## src/rtl/register_file_nr_1w_bist.sv

```systemverilog
// Flop register file: N sync read ports, one byte-enabled write port,
// external test-port mux and an internal March C- self-test engine.
module register_file_nr_1w_bist #(
   parameter int ADDR_WIDTH = 5,
   parameter int DATA_WIDTH = 32,
   parameter int NUM_RPORTS = 2,
   parameter int NUM_BYTE   = DATA_WIDTH/8,
   parameter int DEPTH      = 2**ADDR_WIDTH
) (
   input  logic                             clk,
   input  logic                             rst_n,
   input  logic [NUM_RPORTS-1:0]            ReadEnable,
   input  logic [NUM_RPORTS*ADDR_WIDTH-1:0] ReadAddr,
   output logic [NUM_RPORTS*DATA_WIDTH-1:0] ReadData,
   input  logic                             WriteEnable,
   input  logic [ADDR_WIDTH-1:0]            WriteAddr,
   input  logic [DATA_WIDTH-1:0]            WriteData,
   input  logic [NUM_BYTE-1:0]              WriteBE,
   output logic [DEPTH*DATA_WIDTH-1:0]      MemContent,
   input  logic                             BIST,
   input  logic                             CSN_T,
   input  logic                             WEN_T,
   input  logic [ADDR_WIDTH-1:0]            A_T,
   input  logic [DATA_WIDTH-1:0]            D_T,
   input  logic [NUM_BYTE-1:0]              BE_T,
   output logic [DATA_WIDTH-1:0]            Q_T,
   input  logic                             bist_start,
   output logic                             bist_busy,
   output logic                             bist_done,
   output logic                             bist_fail,
   output logic [ADDR_WIDTH-1:0]            bist_fail_addr
);

   typedef enum logic [3:0] {
      IDLE, M0, M1, M2, M3, M4, M5, DRAIN, DONE
   } state_t;

   localparam logic [ADDR_WIDTH-1:0] AMAX = '1;
   localparam logic [DATA_WIDTH-1:0] ONES = '1;

   logic [DEPTH-1:0][DATA_WIDTH-1:0] mem;

   state_t                state, nxt;
   logic [ADDR_WIDTH-1:0] addr, nxt_addr;
   logic [ADDR_WIDTH-1:0] pend_addr;
   logic                  ph, nxt_ph;
   logic                  pend, nxt_pend;
   logic                  e_re, e_we, cmp, up, last;
   logic [DATA_WIDTH-1:0] e_wd, exp_val;
   logic [ADDR_WIDTH-1:0] cmp_addr;
   logic                  start_acc, mismatch;

   logic                  r0_en, w_en;
   logic [ADDR_WIDTH-1:0] r0_addr, w_addr;
   logic [DATA_WIDTH-1:0] w_data;
   logic [NUM_BYTE-1:0]   w_be;

   assign MemContent = mem;
   assign Q_T        = ReadData[DATA_WIDTH-1:0];
   assign bist_busy  = (state != IDLE) && (state != DONE);
   assign start_acc  = bist_start && !bist_busy;
   assign mismatch   = cmp && (ReadData[DATA_WIDTH-1:0] != exp_val);

   always_ff @(posedge clk or negedge rst_n) begin
      if (!rst_n) begin
         state     <= IDLE;
         addr      <= '0;
         ph        <= 1'b0;
         pend      <= 1'b0;
         pend_addr <= '0;
      end else begin
         state     <= nxt;
         addr      <= nxt_addr;
         ph        <= nxt_ph;
         pend      <= nxt_pend;
         pend_addr <= addr;
      end
   end

   always_comb begin
      nxt      = state;
      nxt_addr = addr;
      nxt_ph   = ph;
      nxt_pend = 1'b0;
      e_re     = 1'b0;
      e_we     = 1'b0;
      e_wd     = '0;
      cmp      = 1'b0;
      exp_val  = '0;
      cmp_addr = addr;
      up       = (state == M1) || (state == M2);
      last     = up ? (addr == AMAX) : (addr == '0);
      unique case (state)
         IDLE, DONE: begin
            if (bist_start) begin
               nxt      = M0;
               nxt_addr = '0;
               nxt_ph   = 1'b0;
            end
         end
         M0: begin
            e_we     = 1'b1;
            nxt_addr = addr + 1'b1;
            if (addr == AMAX) nxt = M1;
         end
         M1, M2, M3, M4: begin
            // RD cycle loads port 0; WR cycle checks it and overwrites
            if (!ph) begin
               e_re   = 1'b1;
               nxt_ph = 1'b1;
            end else begin
               cmp     = 1'b1;
               exp_val = (state == M2 || state == M4) ? ONES : '0;
               e_we    = 1'b1;
               e_wd    = (state == M1 || state == M3) ? ONES : '0;
               nxt_ph  = 1'b0;
               nxt_addr = up ? addr + 1'b1 : addr - 1'b1;
               if (last) begin
                  unique case (state)
                     M1: begin nxt = M2; nxt_addr = '0;   end
                     M2: begin nxt = M3; nxt_addr = AMAX; end
                     M3: begin nxt = M4; nxt_addr = AMAX; end
                     default: begin nxt = M5; nxt_addr = '0; end
                  endcase
               end
            end
         end
         M5: begin
            e_re     = 1'b1;
            nxt_pend = 1'b1;
            cmp      = pend;
            cmp_addr = pend_addr;
            nxt_addr = addr + 1'b1;
            if (addr == AMAX) nxt = DRAIN;
         end
         DRAIN: begin
            cmp      = pend;
            cmp_addr = pend_addr;
            nxt      = DONE;
         end
         default: nxt = IDLE;
      endcase
   end

   always_ff @(posedge clk or negedge rst_n) begin
      if (!rst_n) begin
         bist_done      <= 1'b0;
         bist_fail      <= 1'b0;
         bist_fail_addr <= '0;
      end else if (start_acc) begin
         bist_done      <= 1'b0;
         bist_fail      <= 1'b0;
         bist_fail_addr <= '0;
      end else begin
         if (state == DRAIN) bist_done <= 1'b1;
         if (mismatch) begin
            bist_fail <= 1'b1;
            if (!bist_fail) bist_fail_addr <= cmp_addr;
         end
      end
   end

   always_comb begin
      if (bist_busy) begin
         r0_en   = e_re;
         r0_addr = addr;
         w_en    = e_we;
         w_addr  = addr;
         w_data  = e_wd;
         w_be    = '1;
      end else if (BIST) begin
         r0_en   = !CSN_T && WEN_T;
         r0_addr = A_T;
         w_en    = !CSN_T && !WEN_T;
         w_addr  = A_T;
         w_data  = D_T;
         w_be    = BE_T;
      end else begin
         r0_en   = ReadEnable[0];
         r0_addr = ReadAddr[ADDR_WIDTH-1:0];
         w_en    = WriteEnable;
         w_addr  = WriteAddr;
         w_data  = WriteData;
         w_be    = WriteBE;
      end
   end

   always_ff @(posedge clk) begin
      if (w_en) begin
         for (int b = 0; b < NUM_BYTE; b++) begin
            if (w_be[b]) mem[w_addr][b*8 +: 8] <= w_data[b*8 +: 8];
         end
      end
   end

   // Reads see pre-edge contents, so a same-cycle write returns the old word
   always_ff @(posedge clk or negedge rst_n) begin
      if (!rst_n) begin
         ReadData <= '0;
      end else begin
         if (r0_en) ReadData[DATA_WIDTH-1:0] <= mem[r0_addr];
         for (int p = 1; p < NUM_RPORTS; p++) begin
            if (bist_busy || BIST)
               ReadData[p*DATA_WIDTH +: DATA_WIDTH] <= '0;
            else if (ReadEnable[p])
               ReadData[p*DATA_WIDTH +: DATA_WIDTH] <=
                  mem[ReadAddr[p*ADDR_WIDTH +: ADDR_WIDTH]];
         end
      end
   end

endmodule

```

## config.mk

```make
export PLATFORM = sky130hd
export DESIGN_NAME = register_file_nr_1w_bist
export DESIGN_NICKNAME = d
export VERILOG_FILES = /design/src/rtl/register_file_nr_1w_bist.sv
export SDC_FILE = /design/constraint.sdc
export NUM_CORES = 2
export LEC_CHECK = 0
export BUFFER_PORTS_ARGS = -buffer_cell sky130_fd_sc_hd__clkbuf_2
export CELL_PAD_IN_SITES_DETAIL_PLACEMENT = 1
export CELL_PAD_IN_SITES_GLOBAL_PLACEMENT = 2
export CORE_AREA = 2 2 482 484
export DETAILED_ROUTE_END_ITERATION = 16
export DIE_AREA = 0 0 484 486
export HOLD_SLACK_MARGIN = 0.05
export PLACE_DENSITY_LB_ADDON = 0.1
export REMOVE_ABC_BUFFERS = 1
export SLEW_MARGIN = 10
export SYNTH_ARGS = -nofsm -noshare
export SYNTH_HDL_FRONTEND = slang
export SYNTH_SLANG_ARGS = --single-unit
```

## constraint.sdc

```tcl
create_clock -name clk -period 4 [get_ports clk]
set_input_delay 0.6 -clock clk [delete_from_list [all_inputs] [get_ports clk]]
set_output_delay 0.6 -clock clk [all_outputs]
set_load 0.05 [all_outputs]
```

* After elaboration in Yosys (flattened, before gate mapping)
Index checks and enable logic that the tools add are counted.
Cells by class: add/sub/neg operators 2, $mul 0, divide/modulo/power cells 0, $lt $le $gt $ge 4, eq/ne operators 17, shift-type cells 0, mux-type cells 73, bitwise gates (word level) 0, reductions and logical operators 30
Operators with widths (number):
- $mux 1024 | 7
- $bwmux 1024 | 4
- $demux 32 s5 | 4
- $mux 32 | 13
- $bmux 32 s5 | 2
- $mux 5 | 13
- $ne 32x32->1 | 1
- $mux 4 | 7
- $mux 24 | 1
- $pmux 4 s5 | 1
- $lt 5x6->1 const B | 3
- $eq 4x3->1 const B | 4
- $mux 16 | 1
- $pmux 5 s3 | 1
- $mux 1 | 13
- $ne 2x2->1 const B | 5
- $pmux 3 s3 | 1
- $eq 4x2->1 const B | 2
- $mux 8 | 1
- $pmux 1 s2 | 4
- $reduce_bool 2->1 | 4
- $reduce_or 2->1 | 4
- $logic_and 1x1->1 | 6
- $add 5x1->5 const B | 1
- other kinds (17) | 23
Storage, ports and cells: bits in registers 1111, latch bits 0, bits in writable memories 0, bits in read-only memories 0, bits of input ports 101, output and inout bits 1128, word-level logic and storage cells 168, memories kept 0

* Longest topological paths before layout
word-level depth 18, depth in mapped cells 13, gate-level depth less buffers 10

* Worst setup path before layout
Ideal clock, no wire load.
path kind input-to-reg, start input BIST, end register mem (netlist bit MemContent[0]), data pin, library setup time 0.377 ns, arrival time 3.011 ns, required time 3.623 ns, slack 0.613 ns, stages on the path 7, buffers on the path 5, cell sequence buf_2 buf_2 buf_2 buf_2 buf_1 mux2i_1 a21oi_1
On the way: elaborated cells between the ends (all ways) 25, those cells by class order compare (2); mux (22); reduce/logical (1)
RTL lines:
- from (decl) | line 20 | input logic BIST,
- $mux 32 (*) | line 171 | end else if (BIST) begin
- $mux 32 (*) | line 164 | if (bist_busy) begin
- net w_data[0] | line 55 | logic [DATA_WIDTH-1:0] w_data;
- $bwmux 1024 (*) | line 191 | if (w_be[b]) mem[w_addr][b*8 +: 8] <= w_data[b*8 +: 8];
- $mux 1024 (*) | line 191
- $mux 1024 (*) | line 189 | if (w_en) begin
- $bwmux 1024 | line 191
- $mux 1024 (*) | line 191
- $mux 1024 (*) | line 189
- $bwmux 1024 | line 191
- $mux 1024 (*) | line 191
- $mux 1024 (*) | line 189
- $bwmux 1024 | line 191
- $mux 1024 (*) | line 191
- to (signal, indexed assignment) | line 191
- to (decl) | line 41 | logic [DEPTH-1:0][DATA_WIDTH-1:0] mem;
Mark *: on every way through the listed nets, which the timed path passes. The rest lies on a longest branch. The select of a mux whose other input is x is not followed. A chain may end at the register's enable or synchronous reset.

* Final worst setup path
start register state[0], end register mem (netlist bit MemContent[514]) (enable)
On the way: word-level cells in the longest chain between the ends 4, elaborated cells between the ends (all ways) 11, those cells by class eq/ne (6); mux (2); reduce/logical (3)
Ends and longest elaborated chain:
- from (decl) | line 43 | state_t state, nxt;
- from (signal assigned) | line 72 | state <= nxt;
- $eq 4x2->1 / $eq 4x3->1 (equally long branches) | line 93 | unique case (state)
- $reduce_or 4->1 | line 93
- $pmux 1 s2 | line 93
- $mux 1 (*) | line 164
Every way passes the cells marked *; elsewhere a longest branch is shown, timed or not.

==> metrics list <==
- Result of the run: completed
* Leak pwr: around 27 nW
- By area, the combinational part of the netlist is dominated by multiplexers.
- Vias in the first global route: between 40,000 and 50,000
- Global-route wire length before repair: roughly 450,000 um
- STA classifies the critical path startpoint as a flop.
* Initial Utilization: about a quarter
- Total negative slack: 0 ns
- Max clock buf depth: 3
* Core region area: ~0.23 mm2
- Post-Synth XOR/XNOR Area: less than 1%
- Clock sink count: between 1,000 and 1,500
- Derived from the worst setup path, the maximum achievable clock frequency is between 200 and 300 MHz.
- The root buffer cell chosen for the clock tree is sky130_fd_sc_hd__clkbuf_16.
* Unrepaired setup endpoints after global routing: no
- Global routing used between 20 and 30% of the available tracks across all layers.
- Wire length per cell after detailed routing: slightly below 40 um
* Prevailing post-synth register cell: sky130_fd_sc_hd__edfxtp_1
- TritonCTS clock tree: built
- In the synthesized netlist the async set-or-reset flop fraction comes to 7.83%.
- Input and output buffers added on the ports amount to between 1,000 and 1,500.
* Die boundary height: 486 um
* Post-place instance area: 0.0661 mm2
- Post-route met1 wirelength: ~150,000 um
* Core Rows: between 150 and 200
- Post-route clock period utilization: 91.3%
- Wire length on met3: between 20,000 and 25,000 um
- Number of antenna-violating nets in the routed design: 0
* Total DRC errors in the routed layout: 0
- Final cell utilization of the core: just over 30%
- Mux share of post-synthesis cell area: between 10% and 20%
- CTS H-tree depth: 4
- Compound-Gate Fraction of Synth Area: 7.17%
* Clock edge transition at the registers on the reported setup and hold paths: roughly 0.05 ns
- Detailed Route Iter0 Violations: about 4,900
- Transition time at the pin with the least slew margin: between 1 and 1.5 ns
- At the later pin of the worst-skew pair, clock insertion delay measures 0.82 ns.
- Sum of met2 wire segment lengths after detailed routing: 165,000 um
- Maximum number of pins on one net before global-route repair: between 80 and 90
- In this run the tightest slew margin relative to its limit is a little over a fifth.
- Traced cell by cell, the critical path runs through a2111o_1 -> o22ai_1 -> nand2b_1 -> nor2_2 -> nand2_1 -> nor2_1 -> buf_4.
- Leaving out fill and tap cells, the most frequent cell in the layout is sky130_fd_sc_hd__clkbuf_2.
- Power density over the cells: approximately 900 mW/mm2
- Post-CTS Setup Bufs: 0
- Post-Place Cells: between 8,000 and 9,000
- Yosys mapped a number of flops with a built-in enable equal to 1,024.
* Path type of the worst setup path: reg2reg
* Number of standard cells after synthesis: about 4,300
- Yosys warnings: 0
- Clock tree synthesis inserted a total of 142 buffers.
- Cells with a size suffix above 1 make up a little under two fifths of the layout.
* Share of synthesized cell area in and, or, nand and nor gates: roughly 14%
- The highest layer touched by signal routing is met5.
- The final layout contains 5,774 nets.
* Total half-perimeter wirelength after legalization and detailed placement: 257,000 um
- After global routing the overflow that remains totals 0.
- Along the worst path, the maximum fanout reaches 8.
* Syn_area_per_cell: around 13 um2
- STA classifies the critical path endpoint as a flop.
* Final critical delay including setup and external delays: about 3.7 ns
* Total iterations of the first detailed-routing run: 5
* Pins over their slew limit: 0
- The total count of hold-check failures in the final report was 0.
- Routed via count divided by cell count: 5.37
* Synth-to-Final Area Change: 30.3%
- Between clock sinks in the finished design, the worst skew comes to approximately 0.036 ns.
- Worst hold-check path type: in2reg
- Die width: 484 um
* Peak VDD IR: between 0.6 and 0.7 mV
* Final setup fails: 0
* Number of resized instances in the post-cts repair step: 0
- # IOs: 1,229
- Sequential-to-total area share from yosys stat: around three fifths
- The initial antenna violation count is 24.
* Post-synthesis cell type count: just under 60
- STA puts the critical path data required time at about 4.5 ns.
* Cell area after layout: around 0.071 mm2
- Adder-Cell Fraction of Synth Area: less than 1%
- Number of synthesized register bits: ~1,100
* Most frequent cells in the layout: sky130_fd_sc_hd__clkbuf_2, sky130_fd_sc_hd__edfxtp_1, sky130_fd_sc_hd__nand2_1
- After the flow finishes, the layout carries non-filler instances totaling 8,823.
* Max-capacitance violation count: 0
- Arrival time reported for the critical path endpoint: 4.15 ns
- Area enclosed by the die boundary: around 0.24 mm2
* Largest stage delay on the critical path: ~0.55 ns
- Total wire length: about 350,000 um
- Standard cell with the maximum stage delay on the critical path: sky130_fd_sc_hd__o22ai_1
- Synthesized cell area: approximately 0.054 mm2
- Routability-driven placement finished with a final weighted congestion of 0.865.
- Vias after detailed routing: 47,400
[report_power, final]
part	internal (mW)	switching [mW]	leakage [nW]
Clock	7.89	5.51	2.31
Sequential	16.1	2.10	10.1
Combinational	8.21	23.6	14.2
Total	32.2	31.2	26.6
[what timing repair did]
item	in CTS	in global routing
hold buffers	1	0
hold endpoints to repair	55	0
endpoints found under the setup margin	0	0
[critical path, delay by kind of cell, from the launching register on]
family                 cells  cell delay, ns
AO/OA/AOI/OAI              2            1.07
flip-flops                 1            0.45
buffers and inverters      1            0.27
AND/OR/NAND/NOR            4            1.53
[cells by family after synthesis]
family	count (synthesis)
buffers and inverters	398
muxes	396
and+or+nand+nor	1822
DFF	1111
xor gates and xnor gates	3
adders and majority gates	4
AOI/OAI and AO/OA	613
[layout make-up]
cell class	instances	area [um2]
tap	3026	3790
antenna	10	25.0
sequential	1111	32900
fill	25200	159000
clock buffer	181	3880
multi-input combinational	2838	19900
inverter	9	33.8
clock inverter	81	910
timing repair buffer	1567	9410
[metrics by stage]
| step | hold WS (ns) | setup WS (ns) | total power, mW |
|---|---|---|---|
| 2_1_floorplan | 0.304 | -13.33 | 31.7 |
| 3_3_place_gp | 0.470 | -0.0432 | 50.1 |
| 3_5_place_dp | 0.476 | -0.0826 | 50.3 |
| 4_1_cts | 0.0879 | 0.235 | 63.8 |
| 5_1_grt | 0.148 | 0.235 | 65.9 |
| 6_report | 0.152 | 0.350 | 63.4 |
[flip-flops by register name (all words and copies together), names as in the netlist, 4 cells and up]
| name | cells |
|---|---|
| MemContent | 1024 |
| ReadData | 64 |
| addr | 5 |
| bist_fail_addr | 5 |
| pend_addr | 5 |
| state | 4 |
[routing by layer]
layer / track usage, % / vias to the layer above
li1: - / 19100
met2: 46.6 / 2298
met1: 37.7 / 25600
met5: 0 / -
met4: 9.97 / 6
met3: 4.95 / 379
[path summary, 6_finish.rpt]
kind / cells after the start / slack (ns) / startpoint / to
max: 7 / 0.35 / state[0] / MemContent[514]
min: 4 / 0.15 / bist_start / bist_done
max reg2reg: 7 / 0.35 / state[0] / MemContent[514]
min reg2reg: 2 / 0.48 / ReadData[34] / ReadData[34]
max in group asynchronous: 3 / 2.72 / rst_n / ReadData[15]
min in group asynchronous: 2 / 0.38 / rst_n / ReadData[34]
[Yosys cell counts, types with 5 or more instances]
library cell               instances  area, um2
sky130_fd_sc_hd__a211oi_1          6       45.0
sky130_fd_sc_hd__a21oi_1         305       1530
sky130_fd_sc_hd__a221o_1          32        320
sky130_fd_sc_hd__a22o_1            5       43.8
sky130_fd_sc_hd__a22oi_1         161       1210
sky130_fd_sc_hd__a32oi_1          32        280
sky130_fd_sc_hd__buf_1            29        109
sky130_fd_sc_hd__buf_2           147        736
sky130_fd_sc_hd__buf_4            38        285
sky130_fd_sc_hd__buf_6             5       56.3
sky130_fd_sc_hd__clkbuf_1        170        638
sky130_fd_sc_hd__dfrtp_1          87       2180
sky130_fd_sc_hd__edfxtp_1       1024      30700
sky130_fd_sc_hd__inv_1             8       30.0
sky130_fd_sc_hd__mux2_2            9        101
sky130_fd_sc_hd__mux2i_1          67        671
sky130_fd_sc_hd__mux4_2          320       7210
sky130_fd_sc_hd__nand2_1         880       3300
sky130_fd_sc_hd__nand2b_1         15       93.8
sky130_fd_sc_hd__nand3_1         417       2090
sky130_fd_sc_hd__nand4_1          43        269
sky130_fd_sc_hd__nor2_1          417       1570
sky130_fd_sc_hd__nor2_2            6       37.5
sky130_fd_sc_hd__nor2b_1           6       37.5
sky130_fd_sc_hd__nor3_1            6       30.0
sky130_fd_sc_hd__nor4_1           11       68.8
sky130_fd_sc_hd__o21ai_0          46        230
Note: power is estimated with default switching activity, not from simulation.
